### config.mk
export PLATFORM = sky130hd
export DESIGN_NAME = char_readout_flat
export DESIGN_NICKNAME = d
export VERILOG_FILES = /design/src/rtl/char_readout_pkg.sv /design/src/rtl/char_readout_if.sv /design/src/rtl/char_readout_vram_addr_counter.sv /design/src/rtl/char_readout.sv /design/src/flat_wrapper.sv
export SDC_FILE = /design/constraint.sdc
export NUM_CORES = 1
export LEC_CHECK = 0
export ABC_AREA = 1
export CORE_MARGIN = 2
export CORE_UTILIZATION = 45
export CTS_CLUSTER_DIAMETER = 50
export DETAILED_ROUTE_END_ITERATION = 6
export PLACE_DENSITY_LB_ADDON = 0.12
export SLEW_MARGIN = 20
export SYNTH_ARGS = -nofsm -noshare
export SYNTH_HDL_FRONTEND = slang
export SYNTH_SLANG_ARGS = --single-unit
export TNS_END_PERCENT = 20
### constraint.sdc
create_clock -name clk -period 3 [get_ports clk]
set_input_delay 0.75 -clock clk [delete_from_list [all_inputs] [get_ports clk]]
set_output_delay 0.75 -clock clk [all_outputs]
set_load 0.05 [all_outputs]
### src/rtl/char_readout_pkg.sv
// Shared constants and state encoding for the character readout path.
// The phase constants are also used by the pixel generator.
package char_readout_pkg;

  localparam int unsigned DEF_COLS   = 80;
  localparam int unsigned DEF_ROWS   = 30;
  localparam int unsigned DEF_ADDR_W = 13;

  // Cell phases: reads issue at 1/5, pixel generator latches at 3/7.
  localparam logic [2:0] CHAR_ISSUE = 3'd1;
  localparam logic [2:0] ATTR_ISSUE = 3'd5;
  localparam logic [2:0] CHAR_PHASE = 3'd3;
  localparam logic [2:0] ATTR_PHASE = 3'd7;

  typedef enum logic [1:0] {
    StIdle,
    StFetch,
    StDrain
  } stateT;

endpackage

### src/rtl/char_readout_if.sv
// VRAM read port plus the readout stream towards the pixel generator.
interface char_readout_if import char_readout_pkg::*; #(
  parameter int unsigned ADDR_W = DEF_ADDR_W
) ();

  logic              vramRdEn;
  logic [ADDR_W-1:0] vramRdAddr;
  logic [7:0]        vramRdData;
  logic [7:0]        readoutData;
  logic [2:0]        readoutCount;
  logic              active;

  modport master (
    output vramRdEn, vramRdAddr, readoutData, readoutCount, active,
    input  vramRdData
  );

  modport slave (
    input  vramRdEn, vramRdAddr, readoutData, readoutCount, active,
    output vramRdData
  );

endinterface

### src/rtl/char_readout_vram_addr_counter.sv
// VRAM address counters: row base, column address and column index, built
// from adders only so no multiplier is needed for the cell address.
module char_readout_vram_addr_counter import char_readout_pkg::*; #(
  parameter int unsigned COLS   = DEF_COLS,
  parameter int unsigned ROWS   = DEF_ROWS,
  parameter int unsigned ADDR_W = DEF_ADDR_W
) (
  input  logic              clk,
  input  logic              nrst,
  input  logic              clear,
  input  logic              load,
  input  logic              step,
  input  logic              rowEnd,
  output logic [ADDR_W-1:0] colAddr,
  output logic              lastCol
);

  localparam int unsigned       ColW        = (COLS > 1) ? $clog2(COLS) : 1;
  localparam logic [ADDR_W-1:0] RowStride   = ADDR_W'(2 * COLS);
  localparam logic [ADDR_W-1:0] LastRowBase = ADDR_W'(2 * COLS * (ROWS - 1));
  localparam logic [ColW-1:0]   LastColIdx  = ColW'(COLS - 1);

  logic [ADDR_W-1:0] rowBaseQ, rowBaseD;
  logic [ADDR_W-1:0] colAddrQ, colAddrD;
  logic [ColW-1:0]   colQ, colD;

  always_comb begin
    rowBaseD = rowBaseQ;
    colAddrD = colAddrQ;
    colD     = colQ;
    if (clear) begin
      rowBaseD = '0;
    end else if (rowEnd) begin
      rowBaseD = (rowBaseQ == LastRowBase) ? '0 : rowBaseQ + RowStride;
    end
    if (load) begin
      colAddrD = rowBaseQ;
      colD     = '0;
    end else if (step) begin
      colAddrD = colAddrQ + ADDR_W'(2);
      colD     = colQ + ColW'(1);
    end
  end

  always_ff @(posedge clk or negedge nrst) begin
    if (!nrst) begin
      rowBaseQ <= '0;
      colAddrQ <= '0;
      colQ     <= '0;
    end else begin
      rowBaseQ <= rowBaseD;
      colAddrQ <= colAddrD;
      colQ     <= colD;
    end
  end

  assign colAddr = colAddrQ;
  assign lastCol = (colQ == LastColIdx);

endmodule

### src/rtl/char_readout.sv
// Character/attribute fetch sequencer: reads one byte pair per 8-cycle cell
// from VRAM and streams it to the pixel generator.
module char_readout import char_readout_pkg::*; #(
  parameter int unsigned COLS   = DEF_COLS,
  parameter int unsigned ROWS   = DEF_ROWS,
  parameter int unsigned ADDR_W = DEF_ADDR_W
) (
  input  logic                  clk,
  input  logic                  nrst,
  input  logic                  lineStart,
  input  logic                  frameStart,
  input  logic [3:0]            vCount,
  char_readout_if.master        bus
);

  localparam logic [2:0] CountHold = 3'd7;

  stateT             stateQ, stateD;
  logic [2:0]        countQ, countD;
  logic [3:0]        lineRowQ, lineRowD;
  logic [7:0]        dataQ;
  logic              load, step, rowEnd, clearRow;
  logic              lastCol;
  logic [ADDR_W-1:0] colAddr;
  logic              issueChar, issueAttr, capture;

  char_readout_vram_addr_counter #(
    .COLS   (COLS),
    .ROWS   (ROWS),
    .ADDR_W (ADDR_W)
  ) u_addr (
    .clk     (clk),
    .nrst    (nrst),
    .clear   (clearRow),
    .load    (load),
    .step    (step),
    .rowEnd  (rowEnd),
    .colAddr (colAddr),
    .lastCol (lastCol)
  );

  always_comb begin
    stateD   = stateQ;
    countD   = countQ;
    lineRowD = lineRowQ;
    load     = 1'b0;
    step     = 1'b0;
    rowEnd   = 1'b0;
    clearRow = 1'b0;
    if (frameStart) begin
      stateD   = StIdle;
      countD   = CountHold;
      clearRow = 1'b1;
    end else begin
      unique case (stateQ)
        StIdle: begin
          countD = CountHold;
          if (lineStart) begin
            stateD   = StFetch;
            countD   = 3'd0;
            lineRowD = vCount;
            load     = 1'b1;
          end
        end
        StFetch: begin
          countD = countQ + 3'd1;
          if (countQ == ATTR_PHASE) begin
            step = 1'b1;
            if (lastCol) begin
              stateD = StDrain;
              rowEnd = (lineRowQ == 4'd15);
            end
          end
        end
        StDrain: begin
          countD = countQ + 3'd1;
          if (countQ == 3'd7) begin
            stateD = StIdle;
            countD = CountHold;
          end
        end
        default: begin
          stateD = StIdle;
          countD = CountHold;
        end
      endcase
    end
  end

  assign issueChar = (stateQ == StFetch) && (countQ == CHAR_ISSUE);
  assign issueAttr = (stateQ == StFetch) && (countQ == ATTR_ISSUE);
  // VRAM data arrives the cycle after issue; register it so it is valid at the latch phase.
  assign capture   = (stateQ == StFetch) && !frameStart &&
                     ((countQ == CHAR_PHASE - 3'd1) || (countQ == ATTR_PHASE - 3'd1));

  always_ff @(posedge clk or negedge nrst) begin
    if (!nrst) begin
      stateQ   <= StIdle;
      countQ   <= CountHold;
      lineRowQ <= '0;
      dataQ    <= '0;
    end else begin
      stateQ   <= stateD;
      countQ   <= countD;
      lineRowQ <= lineRowD;
      if (capture) begin
        dataQ <= bus.vramRdData;
      end
    end
  end

  assign bus.vramRdEn     = issueChar | issueAttr;
  assign bus.vramRdAddr   = issueAttr ? colAddr + ADDR_W'(1) : (issueChar ? colAddr : '0);
  assign bus.readoutData  = dataQ;
  assign bus.readoutCount = countQ;
  assign bus.active       = (stateQ == StFetch);

endmodule
### src/flat_wrapper.sv
// flat-port wrapper written by rule: the top's interface ports become plain ports
module char_readout_flat import char_readout_pkg::*;
#(
  parameter int unsigned COLS   = DEF_COLS,
  parameter int unsigned ROWS   = DEF_ROWS,
  parameter int unsigned ADDR_W = DEF_ADDR_W
)
  (clk, nrst, lineStart, frameStart, vCount, bus_vramRdEn, bus_vramRdAddr, bus_readoutData, bus_readoutCount, bus_active, bus_vramRdData);
  char_readout_if #(.ADDR_W(ADDR_W)) bus_i ();
  input  logic clk;
  input  logic nrst;
  input  logic lineStart;
  input  logic frameStart;
  input  logic [3:0] vCount;
  output wire logic [$bits(bus_i.vramRdEn)-1:0] bus_vramRdEn;
  output wire logic [$bits(bus_i.vramRdAddr)-1:0] bus_vramRdAddr;
  output wire logic [$bits(bus_i.readoutData)-1:0] bus_readoutData;
  output wire logic [$bits(bus_i.readoutCount)-1:0] bus_readoutCount;
  output wire logic [$bits(bus_i.active)-1:0] bus_active;
  input wire logic [$bits(bus_i.vramRdData)-1:0] bus_vramRdData;
  assign bus_vramRdEn = bus_i.vramRdEn;
  assign bus_vramRdAddr = bus_i.vramRdAddr;
  assign bus_readoutData = bus_i.readoutData;
  assign bus_readoutCount = bus_i.readoutCount;
  assign bus_active = bus_i.active;
  assign bus_i.vramRdData = bus_vramRdData;
  char_readout #(.COLS(COLS), .ROWS(ROWS), .ADDR_W(ADDR_W)) u_core (.clk(clk), .nrst(nrst), .lineStart(lineStart), .frameStart(frameStart), .vCount(vCount), .bus(bus_i));
endmodule
# ---- Word-level counts from Yosys, hierarchy flattened
# Index checks and enable logic that the tools add are counted.
dict set report word_totals {
  ff_bits 50
  out_inout_bits 26
  wordCells 69
}
dict set report op_classes {
  add_sub_neg 5
  n_eq_ne 14
  mux 30
  n_bitwise 2
  reduce_logical 11
}
# operator n
set ops {}
lappend ops {{13-bit 2-to-1 mux} 7}
lappend ops {{7-bit 2-to-1 mux} 2}
lappend ops {{13-bit by 1-bit adder with 13-bit output, second input constant} 1}
lappend ops {{13-bit by 2-bit adder with 13-bit output, second input constant} 1}
lappend ops {{13-bit by 8-bit adder with 13-bit output, second input constant} 1}
lappend ops {{13-bit equality test, second input constant} 1}
lappend ops {{1-bit 2-to-1 mux} 11}
lappend ops {{2-bit 2-to-1 mux} 5}
lappend ops {{3-bit equality test, second input constant} 3}
lappend ops {{3-bit 2-to-1 mux} 3}
lappend ops {{3-bit by 2-bit inequality test with 1-bit output, second input constant} 3}
lappend ops {{3-bit case mux with 3 select lines} 1}
lappend ops {{7-bit by 1-bit adder with 7-bit output, second input constant} 1}
lappend ops {{7-bit equality test, second input constant} 1}
lappend ops {{2-bit case mux with 3 select lines} 1}
lappend ops {{4-bit equality test, second input constant} 1}
lappend ops {{1-bit logical AND} 4}
lappend ops {{4-bit AND reduction} 1}
lappend ops {{2-bit nonzero test} 2}
lappend ops {{3-bit by 1-bit adder with 3-bit output, second input constant} 1}
lappend ops {{3-bit by 1-bit equality test with 1-bit output, second input constant} 1}
lappend ops {{3-bit by 2-bit equality test with 1-bit output, second input constant} 1}
lappend ops {{3-bit inequality test, second input constant} 1}
lappend ops {{3-bit AND reduction} 1}
lappend ops {{other kinds (7)} 7}

# ---- Depth between registers and ports, before layout
dict set report logic_depth {
  ltp_word 7
  mapped_depth 9
  mapped_depth_nobuf 9
}

# ---- By module
# From an unflattened synthesis, not the netlist that was laid out.
dict set report hier_totals {
  hier_cells 403
  area_unflattened_um2 2917.8
}
# module instances cells_per_inst area_each_um2
set modules_own_cells {}
lappend modules_own_cells {char_readout_vram_addr_counter 1 218 1609.0}
lappend modules_own_cells {char_readout 1 185 1308.8}

# ---- Least setup slack after synthesis
# No wires, ideal clock.
dict set report synth_timing {
  kind {register -> output}
  start {reg u_core.countQ[0] (netlist: u_core.bus.readoutCount[0])}
  end {out bus_vramRdAddr[2]}
  arrival_ps 2205
  slack_ps 45
  stages_incl_launch_ff 7
  n_path_buf 1
  path_cell_list {dfstp_2 -> ha_1 -> nand2_1 -> inv_1 -> buf_4 -> o21ai_0 -> a21oi_1}
}
dict set report synth_via {
  elab_chain_cells 4
  elab_cells_between_ends 6
  classes_between {eq/ne: 2; mux: 2; reduce/logical: 2}
}
# item line
set synth_rtl {}
lappend synth_rtl {{from (decl)} char_readout.sv:19} ;# logic [2:0] countQ, countD;
lappend synth_rtl {{from (signal assigned)} char_readout.sv:99} ;# countQ <= CountHold;
lappend synth_rtl {{from (signal assigned)} char_readout.sv:104} ;# countQ <= countD;
lappend synth_rtl {{3-bit by 1-bit equality test with 1-bit output} char_readout.sv:90} ;# assign issueChar = (stateQ == StFetch) && (countQ == CHAR_ISSUE);
lappend synth_rtl {{1-bit logical AND} char_readout.sv:90}
lappend synth_rtl {{13-bit 2-to-1 mux} char_readout.sv:113} ;# assign bus.vramRdAddr = issueAttr ? colAddr + ADDR_W'(1) : (issueChar ? colAddr : '0);
lappend synth_rtl {{13-bit 2-to-1 mux (*)} char_readout.sv:113}
lappend synth_rtl {{to (decl)} flat_wrapper.sv:16} ;# output wire logic [$bits(bus_i.vramRdAddr)-1:0] bus_vramRdAddr;
# Mark *: on every way between the ends. The rest lies on a longest branch, timed or not.

# ---- Final worst setup path
dict set report layout_timing {
  start {reg u_core.countQ[2] (netlist: u_core.bus.readoutCount[2])}
  end {out bus_vramRdAddr[10]}
}
# Same word-level chain as after synthesis.

==> flow_metrics.env <==
export IMPL_run_status="complete, no violations"
export IMPL_comb_power_share_pct=35.6
export IMPL_synth_top_cell_area_share_pct=37.0
export IMPL_min_path_type="in -> async"
export IMPL_register_bit_total_from_synthesis=45
export IMPL_port_buffers=41
export IMPL_max_cap_violations=0
export IMPL_n_antenna_cell=0
export IMPL_yosysSeqAreaShare_pct=39.8
export IMPL_final_core_utilization_pct=57.6
export IMPL_hold_buffers=0
export IMPL_final_hold_viol_count=0
export IMPL_report_final_setup_viol=0
export IMPL_avgSynthCellArea_um2=6.89
export IMPL_floorplan_die_area_mm2=0.00696
export IMPL_netSwitchingFraction_pct=40.1
export IMPL_path_clk_slew_ns=0.08
export IMPL_power_leakage_uw=0.00172
export IMPL_synth_top_area_cell="dfrtp_1"
export IMPL_p_int_uw=1090
export IMPL_syn_instance_count=412
export IMPL_ioPinCount=42
export IMPL_worst_tran_pin_value_ns=0.581
export IMPL_syn_num_nets=437
export IMPL_cts_tree="yes"
export IMPL_htree_num_levels=2
export IMPL_std_cell_rows=28
export IMPL_fraction_of_final_layout_cells_with_drive_strength_greater_than_1_pct=10.1
export IMPL_worst_endpoint_required_time_ns=2.25
export IMPL_total_switching_power_uw=727
export IMPL_drc=0
export IMPL_antenna_violations_before_repair=0
export IMPL_report_final_slew_viol_count=0
export IMPL_replace_congestion=0.837
export IMPL_finalCriticalPeriod_ns=2.71
export IMPL_synth_yosys_warnings=0
export IMPL_root_buffer="clkbuf_8"
export IMPL_drt_initial_drc_count=171
export IMPL_clk_path_buf_depth=2
export IMPL_layoutNonFillerInstCount=531
export IMPL_max_freq_ghz=0.369
export IMPL_grt_pass1_vias=2491
export IMPL_area_delta_synth_final_pct=22.2
export IMPL_timing_final_ws_setup_ns=0.290
export IMPL_cts_made_buffers=5
export IMPL_drtAntennaViolNets=0
export IMPL_vdd_drop_max_v=0.000550
export IMPL_final_period_utilization_pct=90.3
export IMPL_routed_via_count=2680
export IMPL_synth_top_cells_by_area="dfrtp_1, nand2_1, nand3_1, inv_1, nor2_1"
export IMPL_placed_cells=523
export IMPL_critPathArrivalTime_ns=1.96
export IMPL_clock_power_share_pct=20.7
export IMPL_fin_setup_tns_ns=0
export IMPL_grt_setup_unrepaired="false"
export IMPL_core_area_mm2=0.00603
export IMPL_syn_area_mm2=0.00284
export IMPL_initial_utilization_pct=47.1
export IMPL_grt_overflow_total=0
export IMPL_routed_len_inst_um=12.0
export IMPL_dr_pass1_iters=4
export IMPL_synth_cell_types=30
export IMPL_critical_path_class="reg -> out"
export IMPL_worstSkewPairLatency_ns=0.30
export IMPL_dpl_hpwl_um=4840
export IMPL_cp_max_fo=8
export IMPL_skew_ns=0.00318
export IMPL_cts_post_setup_buffers_inserted=0
export IMPL_grt_start_max_net_pins=27
export IMPL_die_h_um=83.4
export IMPL_reg2reg_slack_ns=1.14
export IMPL_resized_gates_after_cts=0
export IMPL_cts_sinks=45
export IMPL_maxSlewHeadroom_pct=61.3
export IMPL_setup_worst_path_start_class="flip-flop"
export IMPL_place_worst_setup_slack_ns=0.507
export IMPL_grt_util_all_layers_pct=19.6
export IMPL_via_density=5.05
export IMPL_grt_first_pass_wirelength_um=11400
export IMPL_seq_power_share_pct=43.8
export IMPL_power_density_mw_per_mm2=523
export IMPL_wirelength_um=6370
export IMPL_die_w_um=83.4
export IMPL_critPathCaptureType="output pin"
export IMPL_num_nets_final=480
worst paths after layout:
path,start,end,cells after the start
worst max-delay path,u_core.bus.readoutCount[2]$_DFF_PN1_,bus_vramRdAddr[10],7
worst min-delay path,nrst,u_core.u_addr.colQ[3]$_DFFE_PN0P_,1
worst max register to register,u_core.bus.readoutCount[0]$_DFF_PN1_,u_core.u_addr.colAddr[5]$_DFFE_PN0P_,6
worst min register to register,u_core.bus.readoutData[0]$_DFFE_PN0P_,u_core.bus.readoutData[0]$_DFFE_PN0P_,2
max in group asynchronous,nrst,u_core.bus.readoutCount[1]$_DFF_PN1_,2
min in group clk,u_core.bus.readoutData[0]$_DFFE_PN0P_,u_core.bus.readoutData[0]$_DFFE_PN0P_,2
cell type report:
| class | instances | area [µm²] |
|---|---|---|
| Clock buffer | 7 | 76.3 |
| Timing Repair Buffer | 44 | 505 |
| Multi-Input combinational cell | 308 | 1470 |
| Inverter | 51 | 191 |
| Fill cell | 590 | 2560 |
| Clock inverter | 1 | 7.51 |
| Tap cell | 75 | 93.8 |
| Sequential cell | 45 | 1130 |
logic make-up after synthesis:
group / count (synthesis) / synth area share (%)
and+or+nand+nor: 259 / 39.9
adders and majority gates: 9 / 3.96
AOI/OAI and AO/OA: 38 / 7.14
buffers and inverters: 59 / 8.63
DFF: 45 / 39.8
xor gates and xnor gates: 2 / 0.617
metal layers:
layer	up-vias	part of all wire (%)	track usage [%]
met5	-	0	0
met4	0	1.3	6.16
li1	1388	-	-
met3	10	4.9	4.17
met1	1220	48	26.8
met2	62	46	31.2
metrics by stage:
| step | power (µW) | hold WS (ns) | area [µm²] |
|---|---|---|---|
| final | 1810 | 0.440 | 3470 |
| after global routing | 1930 | 0.486 | 3470 |
| after CTS | 1830 | 0.460 | 3470 |
| after detailed placement | 1460 | 0.463 | 3390 |
| after global placement | 1450 | 0.460 | 3390 |
| after floorplan | 1230 | 0.449 | 2840 |
worst max-delay path: stages (launching register included):
cell	delay [ns]
dfstp_2	0.62
nand2_1	0.11
nor2_1	0.30
nand4_1	0.15
nand2_1	0.10
inv_1	0.04
nor2_1	0.18
buf_12	0.16
state kept, by name, summed over array words and instances, names as in the netlist:
register	count
u_core.stateQ	2
u_core.u_addr.colQ	7
u_core.bus.readoutData	8
u_core.lineRowQ	4
u_core.bus.readoutCount	3
u_core.u_addr.colAddr	13
u_core.u_addr.rowBaseQ	8
synth_stat cells:
cell	number
o211ai_1	1
ha_1	9
inv_2	4
dfrtp_1	42
nand4_1	11
nor2_1	31
nor3_4	1
dfstp_2	3
nand2_4	2
a211oi_1	1
o21a_1	1
o21ai_0	21
buf_2	1
xor2_1	2
nor3_1	3
or2_2	4
inv_1	47
nand3_1	41
nand2_2	1
nand3_2	2
clkbuf_1	3
a21oi_1	10
nand2_1	159
o31ai_1	1
nor2_2	1
nor2_4	3
o21bai_1	1
buf_4	2
buf_6	2
o21ai_1	2
placed cells by master (no fill, tap or decap):
cell,synthesis,routed
nand2_1,159,159
inv_1,47,46
dfrtp_1,42,42
nand3_1,41,41
nor2_1,31,31
clkdlybuf4s50_1,0,26
o21ai_0,21,21
nand4_1,11,11
a21oi_1,10,10
ha_1,9,9
buf_12,0,9
buf_4,2,8
inv_2,4,5
clkbuf_8,0,5
or2_2,4,4
nor3_1,3,3
nor2_4,3,3
dfstp_2,3,3
nand2_4,2,2
xor2_1,2,2
nand3_2,2,2
o21ai_1,2,2
clkbuf_1,3,2
nor2_2,1,1
o21a_1,1,1
o31ai_1,1,1
a211oi_1,1,1
nand2_2,1,1
nor3_4,1,1
o21bai_1,1,1
o211ai_1,1,1
clkinvlp_4,0,1
buf_2,1,1
power groups by stage:
stage          logic (µW)  clock network (µW)  registers (µW)
4_1_cts               653                 383             795
6_report              646                 375             794
3_5_place_dp          652                   0             804
3_3_place_gp          644                   0             805
2_1_floorplan         240                   0             993
5_1_grt               706                 411             812
Note: power is estimated with default switching activity, not from simulation.
